$ cat config.mk
export PLATFORM = sky130hd
export DESIGN_NAME = ripple_cla8
export DESIGN_NICKNAME = d
export VERILOG_FILES = /design/src/rtl/ripple_cla8_pkg.sv /design/src/rtl/ripple_cla8_cla4.sv /design/src/rtl/ripple_cla8.sv
export SDC_FILE = /design/constraint.sdc
export NUM_CORES = 1
export LEC_CHECK = 0
export ABC_AREA = 1
export CAP_MARGIN = 30
export CORE_UTILIZATION = 44
export CTS_CLUSTER_DIAMETER = 40
export DETAILED_ROUTE_END_ITERATION = 10
export GPL_TIMING_DRIVEN = 0
export PLACE_DENSITY = 0.9
export SLEW_MARGIN = 0
export SYNTH_ARGS = -nofsm -noshare
export SYNTH_HDL_FRONTEND = slang
export SYNTH_SLANG_ARGS = --single-unit
export TNS_END_PERCENT = 10
$ cat constraint.sdc
create_clock -name clk -period 1.7 [get_ports clk]
set_clock_uncertainty 0.15 [all_clocks]
set_input_delay 0.255 -clock clk [delete_from_list [all_inputs] [get_ports clk]]
set_output_delay 0.255 -clock clk [all_outputs]
set_load 0.1 [all_outputs]
$ cat src/rtl/ripple_cla8_pkg.sv
// ----------------------------------------------------------------------------
// ripple_cla8_pkg
// Shared constants for the 8-bit ripple-of-CLA adder.
//   CLA_W  : width of one carry-lookahead slice
//   DATA_W : operand / sum width of the full adder
// ----------------------------------------------------------------------------
package ripple_cla8_pkg;

    localparam int CLA_W  = 4;
    localparam int DATA_W = 8;

endpackage : ripple_cla8_pkg

$ cat src/rtl/ripple_cla8_cla4.sv
// ----------------------------------------------------------------------------
// cla4
// 4-bit carry-lookahead slice. Every carry is written in fully expanded
// lookahead form, so no carry ripples between bits inside the slice.
// Ports:
//   a, b : slice operand bits
//   ci   : carry into bit 0 of the slice
//   s    : slice sum bits
//   co   : carry out of bit 3
//   pg   : group propagate (all four bits propagate)
//   gg   : group generate (slice generates a carry regardless of ci)
// ----------------------------------------------------------------------------
module cla4
    import ripple_cla8_pkg::*;
(
    input  logic [CLA_W-1:0] a,
    input  logic [CLA_W-1:0] b,
    input  logic             ci,
    output logic [CLA_W-1:0] s,
    output logic             co,
    output logic             pg,
    output logic             gg
);

    logic [CLA_W-1:0] g_s;
    logic [CLA_W-1:0] p_s;
    logic [CLA_W-1:0] c_s;   // c_s[i] is the carry into bit i

    assign g_s = a & b;
    assign p_s = a ^ b;

    assign c_s[0] = ci;
    assign c_s[1] = g_s[0]
                  | (p_s[0] & ci);
    assign c_s[2] = g_s[1]
                  | (p_s[1] & g_s[0])
                  | (p_s[1] & p_s[0] & ci);
    assign c_s[3] = g_s[2]
                  | (p_s[2] & g_s[1])
                  | (p_s[2] & p_s[1] & g_s[0])
                  | (p_s[2] & p_s[1] & p_s[0] & ci);

    // Group terms let a future block-level lookahead skip this slice's carry chain.
    assign pg = &p_s;
    assign gg = g_s[3]
              | (p_s[3] & g_s[2])
              | (p_s[3] & p_s[2] & g_s[1])
              | (p_s[3] & p_s[2] & p_s[1] & g_s[0]);

    assign co = gg | (pg & ci);

    assign s = p_s ^ c_s;

endmodule : cla4

$ cat src/rtl/ripple_cla8.sv
// ----------------------------------------------------------------------------
// ripple_cla8
// 8-bit registered adder: two 4-bit CLA slices, the low slice's carry-out
// rippling into the high slice. Operands are sampled on an enabled rising
// edge; sum, carry-out and ready are registered with one cycle of latency.
// Ports:
//   clk    : system clock, rising edge
//   rst_n  : asynchronous active-low reset
//   en     : sample operands and update the result on this edge
//   A, B   : unsigned operands
//   c_in   : carry into bit 0
//   Output : registered sum (modulo 256)
//   c_out  : registered carry out of bit 7
//   ready  : result registers hold the previous edge's enabled result
// ----------------------------------------------------------------------------
module ripple_cla8
    import ripple_cla8_pkg::*;
(
    input  logic              clk,
    input  logic              rst_n,
    input  logic              en,
    input  logic [DATA_W-1:0] A,
    input  logic [DATA_W-1:0] B,
    input  logic              c_in,
    output logic [DATA_W-1:0] Output,
    output logic              c_out,
    output logic              ready
);

    logic [DATA_W-1:0] sum_s;
    logic              c4_s;
    logic              cy_s;
    // Group propagate/generate are reserved for a later block-lookahead stage.
    logic [1:0]        unused_pg_s;
    logic [1:0]        unused_gg_s;

    logic [DATA_W-1:0] sum_d;
    logic [DATA_W-1:0] sum_q;
    logic              c_out_d;
    logic              c_out_q;
    logic              ready_d;
    logic              ready_q;

    cla4 u_cla_lo (
        .a  (A[CLA_W-1:0]),
        .b  (B[CLA_W-1:0]),
        .ci (c_in),
        .s  (sum_s[CLA_W-1:0]),
        .co (c4_s),
        .pg (unused_pg_s[0]),
        .gg (unused_gg_s[0])
    );

    cla4 u_cla_hi (
        .a  (A[DATA_W-1:CLA_W]),
        .b  (B[DATA_W-1:CLA_W]),
        .ci (c4_s),
        .s  (sum_s[DATA_W-1:CLA_W]),
        .co (cy_s),
        .pg (unused_pg_s[1]),
        .gg (unused_gg_s[1])
    );

    // Next-state for the result registers: load on enable, otherwise hold and drop ready.
    always_comb begin
        sum_d   = sum_q;
        c_out_d = c_out_q;
        ready_d = 1'b0;
        if (en) begin
            sum_d   = sum_s;
            c_out_d = cy_s;
            ready_d = 1'b1;
        end else begin
            sum_d   = sum_q;
            c_out_d = c_out_q;
            ready_d = 1'b0;
        end
    end

    // Result register stage with asynchronous clear.
    always_ff @(posedge clk or negedge rst_n) begin
        if (!rst_n) begin
            sum_q   <= {DATA_W{1'b0}};
            c_out_q <= 1'b0;
            ready_q <= 1'b0;
        end else begin
            sum_q   <= sum_d;
            c_out_q <= c_out_d;
            ready_q <= ready_d;
        end
    end

    assign Output = sum_q;
    assign c_out  = c_out_q;
    assign ready  = ready_q;

endmodule : ripple_cla8

After elaboration in Yosys (flattened, before gate mapping) --
Index checks and enable logic that the tools add are counted.
Cells by class: reductions and logical operators 2, muxes and demuxes 1, bitwise operators 56
Operators with widths (count):
- 1-bit bitwise AND | 30
- 1-bit OR | 20
- 4-bit bitwise XOR | 4
- 4-bit bitwise AND | 2
- 4-bit AND reduction | 2
- 1-bit 2-to-1 mux | 1
Storage, ports and cells: bits of input ports 20, register bits after elaboration 10

Depth between registers and ports, before layout --
depth after elaboration 9, depth in mapped cells 10

Modules after synthesis --
From an unflattened synthesis, not the netlist that was laid out.
Second synthesis, totals: cells, all modules 113, area, all modules 794.5 um^2
By module, submodules not included:
- ripple_cla8 | area each 366.6 um^2, instances 1, cells each 39
- cla4 at u_cla_hi | area each 215.2 um^2, instances 1, cells each 37
- cla4 at u_cla_lo | area each 212.7 um^2, instances 1, cells each 37

Worst setup path after synthesis --
OpenSTA, ideal clock, no wires.
path type input -> register, start input A[3], end register sum_q[5] (netlist: Output[5]), arrival time 1401 ps, buffers on the path 0, stages 6, required time 1421 ps, setup time 129 ps, path slack 20 ps, cells stage by stage ha_1 > a21oi_1 > nand2_2 > fa_1 > xnor2_1 > o21ai_0
Between the ends: cells in the longest elaborated chain, start to end 9, elaborated cells between the ends (all ways) 16, those cells by class bitwise: 15; reduce/logical: 1
Ends and longest elaborated chain:
- start: declaration | line ripple_cla8.sv:22 | input logic [DATA_W-1:0] A,
- 4-bit bitwise XOR | line ripple_cla8_cla4.sv:30 | assign p_s = a ^ b;
- 1-bit bitwise AND (on tied branches) | line ripple_cla8_cla4.sv:46, ripple_cla8_cla4.sv:47, ripple_cla8_cla4.sv:48
- 1-bit OR, or another cell as far along | line ripple_cla8_cla4.sv:46 | | (p_s[3] & g_s[2])
- 1-bit OR or 1-bit bitwise AND (tied branches) | line ripple_cla8_cla4.sv:47, ripple_cla8_cla4.sv:48
- 1-bit OR | line ripple_cla8_cla4.sv:48 | | (p_s[3] & p_s[2] & p_s[1] & g_s[0]);
- 1-bit OR * | line ripple_cla8_cla4.sv:50 | assign co = gg | (pg & ci);
- 1-bit bitwise AND * | line ripple_cla8_cla4.sv:34 | | (p_s[0] & ci);
- 1-bit OR * | line ripple_cla8_cla4.sv:34
- 4-bit bitwise XOR * | line ripple_cla8_cla4.sv:52 | assign s = p_s ^ c_s;
- end signal: assignment | line ripple_cla8.sv:83 | sum_q <= {DATA_W{1'b0}};
- end signal: assignment | line ripple_cla8.sv:87 | sum_q <= sum_d;
- end: declaration | line ripple_cla8.sv:38 | logic [DATA_W-1:0] sum_q;
Every way passes the cells marked *; elsewhere a longest branch is shown, timed or not. A chain may end at the register's enable or synchronous reset.

Final worst setup path --
start input B[1], end register sum_q[4] (netlist: Output[4])
Between the ends: cells in the longest elaborated chain, start to end 6, elaborated cells between the ends (all ways) 11, those cells by class bitwise: 10; reduce/logical: 1
Ends and longest elaborated chain:
- start: declaration | line ripple_cla8.sv:23 | input logic [DATA_W-1:0] B,
- 4-bit bitwise AND or 4-bit bitwise XOR (tied branches) | line ripple_cla8_cla4.sv:29, ripple_cla8_cla4.sv:30
- 1-bit bitwise AND (on tied branches) | line ripple_cla8_cla4.sv:47, ripple_cla8_cla4.sv:48
- 1-bit OR or 1-bit bitwise AND (tied branches) | line ripple_cla8_cla4.sv:47, ripple_cla8_cla4.sv:48
- 1-bit OR | line ripple_cla8_cla4.sv:48
- 1-bit OR * | line ripple_cla8_cla4.sv:50
- 4-bit bitwise XOR * | line ripple_cla8_cla4.sv:52
- named net sum_s[4] | line ripple_cla8.sv:30 | logic [DATA_W-1:0] sum_s;
Mark *: on every way through the listed nets, which the timed path passes. The rest lies on a longest branch.

==> flow_summary.yaml <==
clock_network:
  cts_hold_buf: 0
  cts_max_path_buffers: 2
  cts_buffers: 3
  htreeDepth: 1
  cts-root-buf: "clkbuf_4"
  clock_sinks: 10
  clk_latency_ns: 0.27
  cts_tree: "yes"
  path_clk_slew_ns: 0.07
synth:
  syn_area_um2: 692
  synth_fp_nets: 113
  synthTopCellsByArea: "dfrtp_1 (36%), ha_1 (14%), nand2_1 (12%)"
  synth-seq-cells: 10
  synth_top_area_share_pct: 36.2
  synth_cells: 83
  ys_types: 18
  synth_seq_area_share_pct: 36.2
  synth_area_leader_cell: "dfrtp_1"
  syn_avg_cell_area_um2: 8.34
  yosysWarnings: 0
setup_path:
  rr_worst_depth: 2
  cp.required_ns: 1.76
  crit_path_end_kind: "flop"
  worstPathArrival_ns: 1.94
  critPathLaunchType: "input port"
  crit_type: "in2reg"
  path_max_fanout: 3
floorplan:
  fp.dieW_um: 41.7
  fp.coreArea_um2: 1380
  io_pins: 30
  fp.dieH_um: 41.7
  die-area_um2: 1740
  core.rowCount: 13
  start_util_pct: 50.0
global_route:
  grt_antenna_before_repair: 0
  grt_pass1_vias: 643
  grt_pass1_wl_um: 2680
  grt_usage_pct: 20.4
  grt_max_degree: 11
  grt_overflow: 0
cells_and_area:
  final_layout_size_suffix_gt1_share_pct: 26.9
  num_antenna_cells: 0
  instances_no_fill: 134
  area_growth_pct: 59.1
  num-nets-final: 150
  final_core_util_pct: 79.6
timing:
  setup_tns_ns: -0.333
  drv_slew: 0
  worst_pin_slew_ns: 0.548
  relSlewSlack_pct: 63.6
  finalHoldViolations: 0
  rsz0062_at_grt: "true"
  finalSetupViolCount: 2
  fin_crit_ns: 1.89
  fmax_mhz: 530
  postLayoutSetupSlackWorst_ns: -0.186
  finalCritPeriodShare_pct: 111
  whs_ns: 0.138
pwr:
  switching_share_pct: 47.7
  peakVddDrop_mv: 0.508
  p_int_mw: 0.566
  power.density_nw_per_um2: 982
  switchingPower_mw: 0.515
  p_seq_share_pct: 27.3
  p_clk_share_pct: 20.3
  finalPower_mw: 1.08
  p_comb_share_pct: 52.3
  leakage_nw: 0.560
run_status:
  outcome: "finished with violations"
  violations: "setup timing"
routing:
  firstDrtPassIters: 4
  wirelength_um: 1730
  antenna_left: 0
  wl_per_cell_um: 12.9
  route.detailed.drc: 0
  vias: 684
  drtIter0Drc: 9
  routed_via_density: 5.10
min_path:
  worst_hold_path_type: "in2async"
flow_run:
  drv_cap: 0
placement:
  dp.final_hpwl_um: 1270
  gp_congestion: 0.706
  portBuffers: 29
  dpl.cell_count: 127
## final timing paths
path                            from        end  slack (ns)
setup / recovery                B[1]  Output[4]       -0.19
hold / removal                 rst_n  Output[0]        0.14
setup reg to reg           Output[1]  Output[1]        0.91
hold reg to reg            Output[7]  Output[7]        0.34
max in group asynchronous      rst_n  Output[5]        0.95
min in group clk                A[0]  Output[0]        0.33
## per-stage QoR
step | cell area (um^2) | setup slack [ns]
floorplan | 692 | 0.0199
global placement | 1000 | -0.468
detailed placement | 1000 | -0.510
CTS | 1050 | -0.180
global route | 1100 | -0.228
finish | 1100 | -0.186
## power by group through the flow
stage | sequential, mW | clock, mW | combinational [mW]
global route | 0.301 | 0.230 | 0.595
floorplan | 0.571 | 0 | 0.122
detailed placement | 0.300 | 0 | 0.553
global placement | 0.298 | 0 | 0.541
finish | 0.296 | 0.220 | 0.566
CTS | 0.296 | 0.225 | 0.543
## repair_timing
item,4_1_cts,5_1_grt
endpoints found under the setup margin,12,4
pin swaps,1,6
gates resized for setup,32,10
buffers inserted,0,3
## registers in the layout (all words and copies together) (netlist names)
name,flops
c_out,1
Output,8
ready,1
## critical path, stage by stage
cell and delay, ns:
clkdlybuf4s50_1 0.41, ha_1 0.34, inv_2 0.08, nand2_2 0.06
nand3_2 0.09, nand2_4 0.07, fa_2 0.52, nand2_1 0.05
nand2_1 0.07
## cell usage in the layout, fill, tap and decap left out
cell / count
buf_4: 3
nand3_1: 4
clkbuf_2: 1
nor2_1: 6
o21ai_0: 3
dlymetal6s2s_1: 2
a21oi_4: 1
nand2_4: 1
nand2_1: 21
nand2_2: 5
ha_1: 7
nor2_2: 1
ha_4: 1
fa_1: 1
xor2_1: 1
dlygate4sd2_1: 1
a21oi_1: 2
clkbuf_4: 3
o21ai_1: 1
fa_2: 1
buf_2: 1
a21oi_2: 2
clkbuf_8: 1
clkdlybuf4s50_1: 16
dfrtp_1: 10
inv_2: 1
and2_1: 1
nand3_2: 1
clkdlybuf4s15_2: 9
xnor2_1: 1
a21o_1: 1
inv_1: 9
## area by class of cell
class / count / area, um^2
inverter: 10 / 37.5
tap: 15 / 18.8
sequential: 10 / 250
multi-input combinational: 62 / 430
buffer: 1 / 5.00
timing repair buffer: 32 / 323
fill: 107 / 282
clock buffer: 4 / 36.3
## cells by family (layout without fill, tap and decap cells)
| family | Yosys count | after routing | share of synthesized area (%) |
|---|---|---|---|
| and+or+nand+nor | 40 | 40 | 25.1 |
| buffers and inverters | 11 | 47 | 6.15 |
| adders and majority gates | 10 | 10 | 20.3 |
| AOI/OAI and AO/OA | 10 | 10 | 9.77 |
| DFF | 10 | 10 | 36.2 |
| xor gates and xnor gates | 2 | 2 | 2.53 |
## synthesized netlist by cell type, drive strengths merged
master  instances
a21oi           5
nand3           5
o21ai           4
buf             1
nand2          27
nor2            7
xor2            1
fa              2
a21o            1
dfrtp          10
ha              8
and2            1
inv            10
xnor2           1
## metal layers
layer / vias to the layer above / part of all wire, % / track usage [%]
met5: - / 0 / 0
met4: 0 / 2.5 / 13.5
met3: 5 / 2.3 / 2.61
met2: 22 / 57 / 36.9
met1: 320 / 38 / 21.8
li1: 337 / - / -
Note: power is estimated with default switching activity, not from simulation.
